$ cat src/rtl/pingpong_rd_ctrl_if.sv
// Output stream bundle of the ping-pong read controller.
// master drives data/valid/last; slave returns ready.
interface pingpong_rd_ctrl_if #(
    parameter int DATA_W = 8
);
    logic [DATA_W-1:0] dout;
    logic              dout_valid;
    logic              dout_ready;
    logic              dout_last;

    modport master (
        output dout,
        output dout_valid,
        output dout_last,
        input  dout_ready
    );

    modport slave (
        input  dout,
        input  dout_valid,
        input  dout_last,
        output dout_ready
    );
endinterface

$ cat src/rtl/pingpong_rd_ctrl.sv
// Ping-pong read controller: drains two RAM banks in strict alternation
// (RAM1 first) into a ready/valid stream through a 2-entry output FIFO.
//
//   state | meaning
//   ------+---------------------------------------------------------------
//   IDLE  | waiting for the expected bank to be pending; address 0 issues
//         | from here so back-to-back banks cost one idle stream cycle
//   READ  | issuing one read per cycle while the FIFO has room
//   FLUSH | last address issued; waiting for its word to land in the FIFO
module pingpong_rd_ctrl #(
    parameter int DATA_W   = 8,
    parameter int ADDR_W   = 8,
    parameter int BANK_LEN = 100
) (
    input  logic              sys_clk,
    input  logic              sys_rst,
    input  logic              bank1_full,
    input  logic              bank2_full,
    output logic              bank1_free,
    output logic              bank2_free,
    output logic              ram1_rd_en,
    output logic [ADDR_W-1:0] ram1_rd_addr,
    input  logic [DATA_W-1:0] ram1_rd_data,
    output logic              ram2_rd_en,
    output logic [ADDR_W-1:0] ram2_rd_addr,
    input  logic [DATA_W-1:0] ram2_rd_data,
    pingpong_rd_ctrl_if.master dout_if,
    output logic              overflow
);

    typedef enum logic [1:0] {IDLE, READ, FLUSH} state_t;

    localparam logic [ADDR_W-1:0] LAST_ADDR = ADDR_W'(BANK_LEN - 1);

    state_t            state, state_nxt;
    logic [ADDR_W-1:0] rd_addr, rd_addr_nxt;
    logic              pend1, pend2;
    logic              exp_bank;
    logic              pend_exp;
    logic              inflight, inflight_last;
    logic [DATA_W-1:0] fifo_data [2];
    logic [1:0]        fifo_last;
    logic              wr_ptr, rd_ptr;
    logic [1:0]        fifo_cnt;
    logic              push, pop, room, issue, issue_last, done;
    logic [DATA_W-1:0] cap_data;

    assign pend_exp   = exp_bank ? pend2 : pend1;
    assign pop        = (fifo_cnt != 2'd0) && dout_if.dout_ready;
    assign push       = inflight;
    // Occupancy counts the word still in flight from the RAM, so a read is
    // only issued when its data is guaranteed a FIFO slot.
    assign room       = (({1'b0, fifo_cnt} + {2'b00, inflight}) - {2'b00, pop}) < 3'd2;
    assign issue_last = (rd_addr == LAST_ADDR);
    assign done       = inflight && inflight_last;
    assign cap_data   = exp_bank ? ram2_rd_data : ram1_rd_data;

    assign ram1_rd_en   = issue && !exp_bank;
    assign ram2_rd_en   = issue && exp_bank;
    assign ram1_rd_addr = ram1_rd_en ? rd_addr : '0;
    assign ram2_rd_addr = ram2_rd_en ? rd_addr : '0;
    assign bank1_free   = done && !exp_bank;
    assign bank2_free   = done && exp_bank;

    assign dout_if.dout       = (fifo_cnt != 2'd0) ? fifo_data[rd_ptr] : '0;
    assign dout_if.dout_last  = (fifo_cnt != 2'd0) && fifo_last[rd_ptr];
    assign dout_if.dout_valid = (fifo_cnt != 2'd0);

    // FSM state and read address register.
    always_ff @(posedge sys_clk) begin
        if (sys_rst) begin
            state   <= IDLE;
            rd_addr <= '0;
        end else begin
            state   <= state_nxt;
            rd_addr <= rd_addr_nxt;
        end
    end

    // Next-state, read issue and address advance.
    always_comb begin
        state_nxt   = state;
        rd_addr_nxt = rd_addr;
        issue       = 1'b0;
        case (state)
            IDLE:    issue = pend_exp && room;
            READ:    issue = room;
            FLUSH:   if (done) state_nxt = IDLE;
            default: state_nxt = IDLE;
        endcase
        if (issue) begin
            if (issue_last) begin
                state_nxt   = FLUSH;
                rd_addr_nxt = '0;
            end else begin
                state_nxt   = READ;
                rd_addr_nxt = rd_addr + ADDR_W'(1);
            end
        end
    end

    // Track the single outstanding RAM read and whether it is the bank's last.
    always_ff @(posedge sys_clk) begin
        if (sys_rst) begin
            inflight      <= 1'b0;
            inflight_last <= 1'b0;
        end else begin
            inflight      <= issue;
            inflight_last <= issue && issue_last;
        end
    end

    // Pending flags, alternation pointer and sticky overflow.
    always_ff @(posedge sys_clk) begin
        if (sys_rst) begin
            pend1    <= 1'b0;
            pend2    <= 1'b0;
            exp_bank <= 1'b0;
            overflow <= 1'b0;
        end else begin
            pend1    <= pend1 ? !bank1_free : bank1_full;
            pend2    <= pend2 ? !bank2_free : bank2_full;
            exp_bank <= exp_bank ^ done;
            overflow <= overflow | (bank1_full && pend1) | (bank2_full && pend2);
        end
    end

    // Two-entry output FIFO; entries are tagged with the bank-last marker.
    always_ff @(posedge sys_clk) begin
        if (sys_rst) begin
            wr_ptr    <= 1'b0;
            rd_ptr    <= 1'b0;
            fifo_cnt  <= 2'd0;
            fifo_last <= 2'b00;
        end else begin
            if (push) begin
                fifo_data[wr_ptr] <= cap_data;
                fifo_last[wr_ptr] <= inflight_last;
                wr_ptr            <= !wr_ptr;
            end
            if (pop) begin
                rd_ptr <= !rd_ptr;
            end
            fifo_cnt <= fifo_cnt + {1'b0, push} - {1'b0, pop};
        end
    end

endmodule

$ cat src/flat_wrapper.sv
// flat-port wrapper written by rule: the top's interface ports become plain ports
module pingpong_rd_ctrl_flat 
#(
    parameter int DATA_W   = 8,
    parameter int ADDR_W   = 8,
    parameter int BANK_LEN = 100
)
  (sys_clk, sys_rst, bank1_full, bank2_full, bank1_free, bank2_free, ram1_rd_en, ram1_rd_addr, ram1_rd_data, ram2_rd_en, ram2_rd_addr, ram2_rd_data, overflow, dout_if_dout, dout_if_dout_valid, dout_if_dout_last, dout_if_dout_ready);
  pingpong_rd_ctrl_if #(.DATA_W(DATA_W)) dout_if_i ();
  input  logic sys_clk;
  input  logic sys_rst;
  input  logic bank1_full;
  input  logic bank2_full;
  output logic bank1_free;
  output logic bank2_free;
  output logic ram1_rd_en;
  output logic [ADDR_W-1:0] ram1_rd_addr;
  input  logic [DATA_W-1:0] ram1_rd_data;
  output logic ram2_rd_en;
  output logic [ADDR_W-1:0] ram2_rd_addr;
  input  logic [DATA_W-1:0] ram2_rd_data;
  output logic overflow;
  output wire logic [$bits(dout_if_i.dout)-1:0] dout_if_dout;
  output wire logic [$bits(dout_if_i.dout_valid)-1:0] dout_if_dout_valid;
  output wire logic [$bits(dout_if_i.dout_last)-1:0] dout_if_dout_last;
  input wire logic [$bits(dout_if_i.dout_ready)-1:0] dout_if_dout_ready;
  assign dout_if_dout = dout_if_i.dout;
  assign dout_if_dout_valid = dout_if_i.dout_valid;
  assign dout_if_dout_last = dout_if_i.dout_last;
  assign dout_if_i.dout_ready = dout_if_dout_ready;
  pingpong_rd_ctrl #(.DATA_W(DATA_W), .ADDR_W(ADDR_W), .BANK_LEN(BANK_LEN)) u_core (.sys_clk(sys_clk), .sys_rst(sys_rst), .bank1_full(bank1_full), .bank2_full(bank2_full), .bank1_free(bank1_free), .bank2_free(bank2_free), .ram1_rd_en(ram1_rd_en), .ram1_rd_addr(ram1_rd_addr), .ram1_rd_data(ram1_rd_data), .ram2_rd_en(ram2_rd_en), .ram2_rd_addr(ram2_rd_addr), .ram2_rd_data(ram2_rd_data), .dout_if(dout_if_i), .overflow(overflow));
endmodule
$ cat config.mk
export PLATFORM = sky130hd
export DESIGN_NAME = pingpong_rd_ctrl_flat
export DESIGN_NICKNAME = d
export VERILOG_FILES = /design/src/rtl/pingpong_rd_ctrl_if.sv /design/src/rtl/pingpong_rd_ctrl.sv /design/src/flat_wrapper.sv
export SDC_FILE = /design/constraint.sdc
export NUM_CORES = 1
export LEC_CHECK = 0
export BUFFER_PORTS_ARGS = -buffer_cell sky130_fd_sc_hd__buf_4
export CAP_MARGIN = 20
export CORE_MARGIN = 2
export CORE_UTILIZATION = 50
export CTS_BUF_LIST = sky130_fd_sc_hd__clkbuf_8 sky130_fd_sc_hd__clkbuf_16
export DETAILED_ROUTE_END_ITERATION = 6
export PLACE_DENSITY = 0.88
export SYNTH_ARGS = -nofsm -noshare
export SYNTH_HDL_FRONTEND = slang
export SYNTH_SLANG_ARGS = --single-unit
$ cat constraint.sdc
create_clock -name sys_clk -period 5.04 [get_ports sys_clk]
set_input_delay 1.008 -clock sys_clk [delete_from_list [all_inputs] [get_ports sys_clk]]
set_output_delay 1.008 -clock sys_clk [all_outputs]
set_load 0.01 [all_outputs]
Word level (Yosys, flattened, before mapping)
Memory sizes are Yosys's and may differ from the RTL's. A register that Yosys moved wholly into a read port is not among the register bits.
Cells that the tools add are included.
Widths: inputs -> output; s select.
- bits in registers: 22
- bits in writable memories: 16
- output and inout bits: 31
- logic and storage cells: 74
- memories: 1
- memory list (name ; depth ; bits a word ; rd ports ; clocked after Yosys merged registers in ; wr ports ; RTL line ; source):
    u_core.fifo_data ; 2 ; 8 ; 1 ; 1 ; 1 ; pingpong_rd_ctrl.sv:41 ; logic [DATA_W-1:0] fifo_data [2];
- $add $sub $neg: 5
- $lt $le $gt $ge: 4
- equality and inequality tests: 5
- multiplexer cells: 23
- bitwise gates (word level): 3
- reductions and logical operators: 21
- operators with widths (operator ; number):
    $mux 8 ; 5
    $logic_and 1x1->1 ; 12
    $mux 1 ; 11
    $add 8x1->8 const B ; 1
    $eq 8x7->1 const B ; 1
    $mux 2 ; 3
    $logic_not 1->1 ; 5
    $lt 1x2->1 const B ; 2
    $pmux 2 s2 ; 1
    $add 2x1->3 ; 1
    $lt 3x2->1 const B ; 1
    $ne 3x1->1 const B ; 1
    $sub 3x1->3 ; 1
    $add 2x1->2 ; 1
    $bwmux 2 ; 1
    $eq 2x1->1 const B ; 1
    $eq 2x2->1 const B ; 1
    $logic_not 2->1 ; 1
    $ne 2x1->1 const B ; 1
    $or 1x1->1 ; 2
    $pmux 1 s2 ; 1
    $reduce_and 2->1 ; 1
    $reduce_bool 2->1 ; 1
    $reduce_or 2->1 ; 1
    other kinds (4) ; 4

Logic depth before layout (Yosys ltp)
- depth after elaboration: 8
- gate-level depth with buffers: 11

Worst setup path before layout
No wires, ideal clock.
- kind: in2out
- start point: in dout_if_dout_ready
- end point: out ram1_rd_addr[2]
- data arrival time: 3157 ps
- required time: 4032 ps
- path slack: 875 ps
- cell stages on the path: 9
- path buffers: 0
- path through: nor2b_1 > ha_1 > inv_1 > ha_1 > fa_1 > xor2_1 > nand2_1 > nor3_1 > and2_2
- word-level cells in the longest chain between the ends: 7
- ends and longest elaborated chain (what ; RTL line ; source):
    start, declared ; flat_wrapper.sv:26 ; input wire logic [$bits(dout_if_i.dout_ready)-1:0] dout_if_dout_ready;
    $logic_and 1x1->1 * ; pingpong_rd_ctrl.sv:49 ; assign pop = (fifo_cnt != 2'd0) && dout_if.dout_ready;
    $sub 3x1->3 * ; pingpong_rd_ctrl.sv:53 ; assign room = (({1'b0, fifo_cnt} + {2'b00, inflight}) - {2'b00, pop}) < 3'd2;
    $lt 3x2->1 * ; pingpong_rd_ctrl.sv:53 ;
    $logic_and 1x1->1 ; pingpong_rd_ctrl.sv:86 ; IDLE: issue = pend_exp && room;
    $pmux 1 s2 * ; pingpong_rd_ctrl.sv:85 ; case (state)
    $logic_and 1x1->1 * ; pingpong_rd_ctrl.sv:58 ; assign ram1_rd_en = issue && !exp_bank;
    net ram1_rd_en ; flat_wrapper.sv:16 ; output logic ram1_rd_en;
    $mux 8 * ; pingpong_rd_ctrl.sv:60 ; assign ram1_rd_addr = ram1_rd_en ? rd_addr : '0;
    end, declared ; flat_wrapper.sv:17 ; output logic [ADDR_W-1:0] ram1_rd_addr;
The timed path passes the listed nets; every way through them passes the cells marked *.

Final worst setup path
- start point: in dout_if_dout_ready
- end point: out ram1_rd_addr[3]
- word-level cells in the longest chain between the ends: 7
- ends and longest elaborated chain (what ; RTL line ; source):
    $logic_and 1x1->1 * ; pingpong_rd_ctrl.sv:49 ;
    net u_core.pop ; pingpong_rd_ctrl.sv:45 ; logic push, pop, room, issue, issue_last, done;
    $sub 3x1->3 * ; pingpong_rd_ctrl.sv:53 ;
    $lt 3x2->1 * ; pingpong_rd_ctrl.sv:53 ;
    $logic_and 1x1->1 ; pingpong_rd_ctrl.sv:86 ;
    $pmux 1 s2 * ; pingpong_rd_ctrl.sv:85 ;
    $logic_and 1x1->1 * ; pingpong_rd_ctrl.sv:58 ;
    $mux 8 * ; pingpong_rd_ctrl.sv:60 ;
Marks and branches as above.

==> flow_metrics.env <==
export IMPL_wl_um=3500
export IMPL_yosysTopAreaCellShare_pct=25.9
export IMPL_drc=0
export IMPL_worst_pin_slew_ns=0.687
export IMPL_finalCriticalPeriod_ns=4.37
export IMPL_cp_required_ns=4.03
export IMPL_fin_area_sq_mm=0.00238
export IMPL_synthTopCellsByArea="edfxtp_1 (26%), dfxtp_1 (25%), mux2i_1 (6.5%)"
export IMPL_slowest_stage="fa_1"
export IMPL_maxSlewViolCount=0
export IMPL_die_area_sq_mm=0.00421
export IMPL_cpPeakStageDelay_ns=0.47
export IMPL_first_pass_iters=4
export IMPL_synthFlopType="dfxtp_1"
export IMPL_die_w_um=64.9
export IMPL_drt_iter0_drc=82
export IMPL_fmax_mhz=229
export IMPL_antenna_found_initial=0
export IMPL_ys_seq_area_share_pct=50.8
export IMPL_path_class="in2out"
export IMPL_gp_congestion=0.831
export IMPL_yosys_warnings=0
export IMPL_ys_ff_latch=39
export IMPL_h_tree_depth=2
export IMPL_slew_headroom_pct=53.9
export IMPL_fill_cells=283
export IMPL_synth_edf_count=16
export IMPL_finalHoldViolCount=0
export IMPL_root_buffer="clkbuf_8"
export IMPL_async_reset_ff_share_pct=0
export IMPL_synth_nets=207
export IMPL_ant_nets=0
export IMPL_multiInputGateArea_sq_um=840
export IMPL_nNetsFinal=262
export IMPL_total_power_w=0.000893
export IMPL_syn_avg_cell_area_sq_um=10.3
export IMPL_seq_area_sq_um=941
export IMPL_numCtsBuffers=5
export IMPL_hold_buffers=0
export IMPL_placed_cell_area_sq_mm=0.00229
export IMPL_tns_ns=0
export IMPL_critical_path_cell_chain="buf_4 -> nor2b_1 -> ha_1 -> inv_1 -> ha_1 -> fa_1 -> nor2_1 -> nand2_1 -> nor3_1 -> buf_4 -> and2_1 -> buf_4"
export IMPL_postCtsSetupRepairBufs=0
export IMPL_area_growth_pct=28.7
export IMPL_wl_per_cell_um=12.3
export IMPL_grt_total_usage_pct=17.8
export IMPL_yosysTopAreaCell="edfxtp_1"
export IMPL_vias=1448
export IMPL_crit_top_cell="buf_4"
export IMPL_maxCapViolations=0
export IMPL_powerDensity_mw_per_mm2=375
export IMPL_clk_pin_slew_ns=0.07
export IMPL_syn_area_sq_mm=0.00185
export IMPL_crit_start="dout_if_dout_ready"
export IMPL_synth_cell_types=35
export IMPL_crit_path_max_fanout=6
export IMPL_hold_class="reg2reg"
export IMPL_rsz0062_at_grt="no"
export IMPL_cts_buffer_depth=2
export IMPL_cp_buffers_inverters=4
export IMPL_insertedDiodeCount=0
export IMPL_grt_pass1_wl_um=5620
export IMPL_io_buffers=51
export IMPL_path_delay_family="adder cells"
export IMPL_setup_viol=0
export IMPL_clk_insertion_delay_late_ns=0.29
export IMPL_hpwlAfterDp_um=2510
export IMPL_grt_max_degree=29
export IMPL_cts_sinks=39
export IMPL_design_core_area_sq_mm=0.00361
export IMPL_fin_skew_ns=0.00480
export IMPL_end_kind="output pin"
export IMPL_drive_above_1_share_pct=33.5
export IMPL_routed_via_density=5.10
export IMPL_status="complete, no violations"
export IMPL_synthMostInstantiatedCell="nor2_1"
export IMPL_grt_pass1_vias=1241
export IMPL_die_h_um=64.9
export IMPL_netlist_top_cells_count="nor2_1 (24), dfxtp_1 (23), edfxtp_1 (16), inv_1 (12), mux2i_1 (12)"
export IMPL_fp_row_count=22
export IMPL_worstSetupStartpointType="input port"
export IMPL_worstHoldStart="u_core.inflight_last"
export IMPL_gr_total_overflow=0
export IMPL_cts_tree="yes"
export IMPL_cts_resized=0
export IMPL_reg2reg_from="u_core.fifo_cnt[1]"
export IMPL_p_leak_nw=0.956
export IMPL_ios=52
export IMPL_peakVddDrop_v=0.000288
export IMPL_worstPathArrival_ns=3.36
export IMPL_layout_worst_path_cycle_share_pct=86.7
export IMPL_initial_core_util_pct=51.4
export IMPL_syn_inst=180
-- layer usage --
layer,part of all wire (%),up-vias,GRT usage (%)
met5,0,-,0
met4,2.3,0,10.4
met3,6.9,7,3.65
met2,47,50,27.1
met1,44,649,23.5
li1,-,742,-
-- per-stage QoR --
stage	worst slack [ns]	util [%]	instances	hold slack, ns
finish	0.672	66.1	284	0.471
global route	0.537	66.1	284	0.511
CTS	0.684	66.0	283	0.471
detailed placement	0.717	63.5	275	0.460
global placement	0.802	63.5	275	0.453
floorplan	0.875	-	180	0.436
-- worst register-to-register path, cell delays in order, from the launching register on --
cell      delay, ns
dfxtp_1        0.39
nor2_1         0.06
buf_4          0.17
nor2b_1        0.19
ha_1           0.26
inv_1          0.06
ha_1           0.16
fa_1           0.43
nor2_1         0.17
o211ai_2       0.31
or4_1          0.60
a21oi_1        0.14
-- placed cells by master, fill, tap and decap left out, types with 7 or more instances in the layout --
master    netlist  final
nor2_1         24     24
dfxtp_1        23     23
edfxtp_1       16     16
buf_4           0     54
a21oi_1         9      9
mux2_2          9      9
and2_1         11     11
mux2i_1        12     12
inv_1          12     12
nand2_1         7      7
-- report_power, final --
group          switching, W  leakage (nW)  internal, W
clock network      0.000106        0.0402    0.0000960
logic              0.000149         0.584     0.000130
registers         0.0000424         0.332     0.000370
-- flip-flops by register name (all words and copies together) (netlist names), 2 cells and up, named ones only --
register          count
u_core.fifo_data     16
u_core.fifo_last      2
u_core.rd_addr        8
u_core.fifo_cnt       2
u_core.state          2
-- cell type report --
cell class / instances / area share, %
inverters: 12 / 1.89
clock inverters: 3 / 0.839
multi-input cells: 122 / 35.2
repair buffers: 55 / 17.2
well taps: 48 / 2.52
flip-flops and latches: 39 / 39.5
clock buffers: 5 / 2.89
-- logic make-up (layout without fill, tap and decap cells) --
kind of cell,Yosys count,after routing,synth area share [%]
AO/OA/AOI/OAI,21,21,7.29
AND/OR/NAND/NOR,71,71,20.2
buffers and inverters,19,75,3.92
adder cells (fa/ha/maj),6,6,4.46
XOR/XNOR,3,3,1.42
flip-flops,39,39,50.8
multiplexers,21,21,12.0
-- path summary, 6_finish.rpt --
kind | end | slack, ns | cells after the start
setup reg to reg | u_core.rd_addr[7] | 2.03 | 11
hold reg to reg | u_core.fifo_last[0] | 0.47 | 2
setup / recovery | ram1_rd_addr[3] | 0.67 | 12
hold / removal | u_core.fifo_last[0] | 0.47 | 2
(Power assumes the default switching activity.)
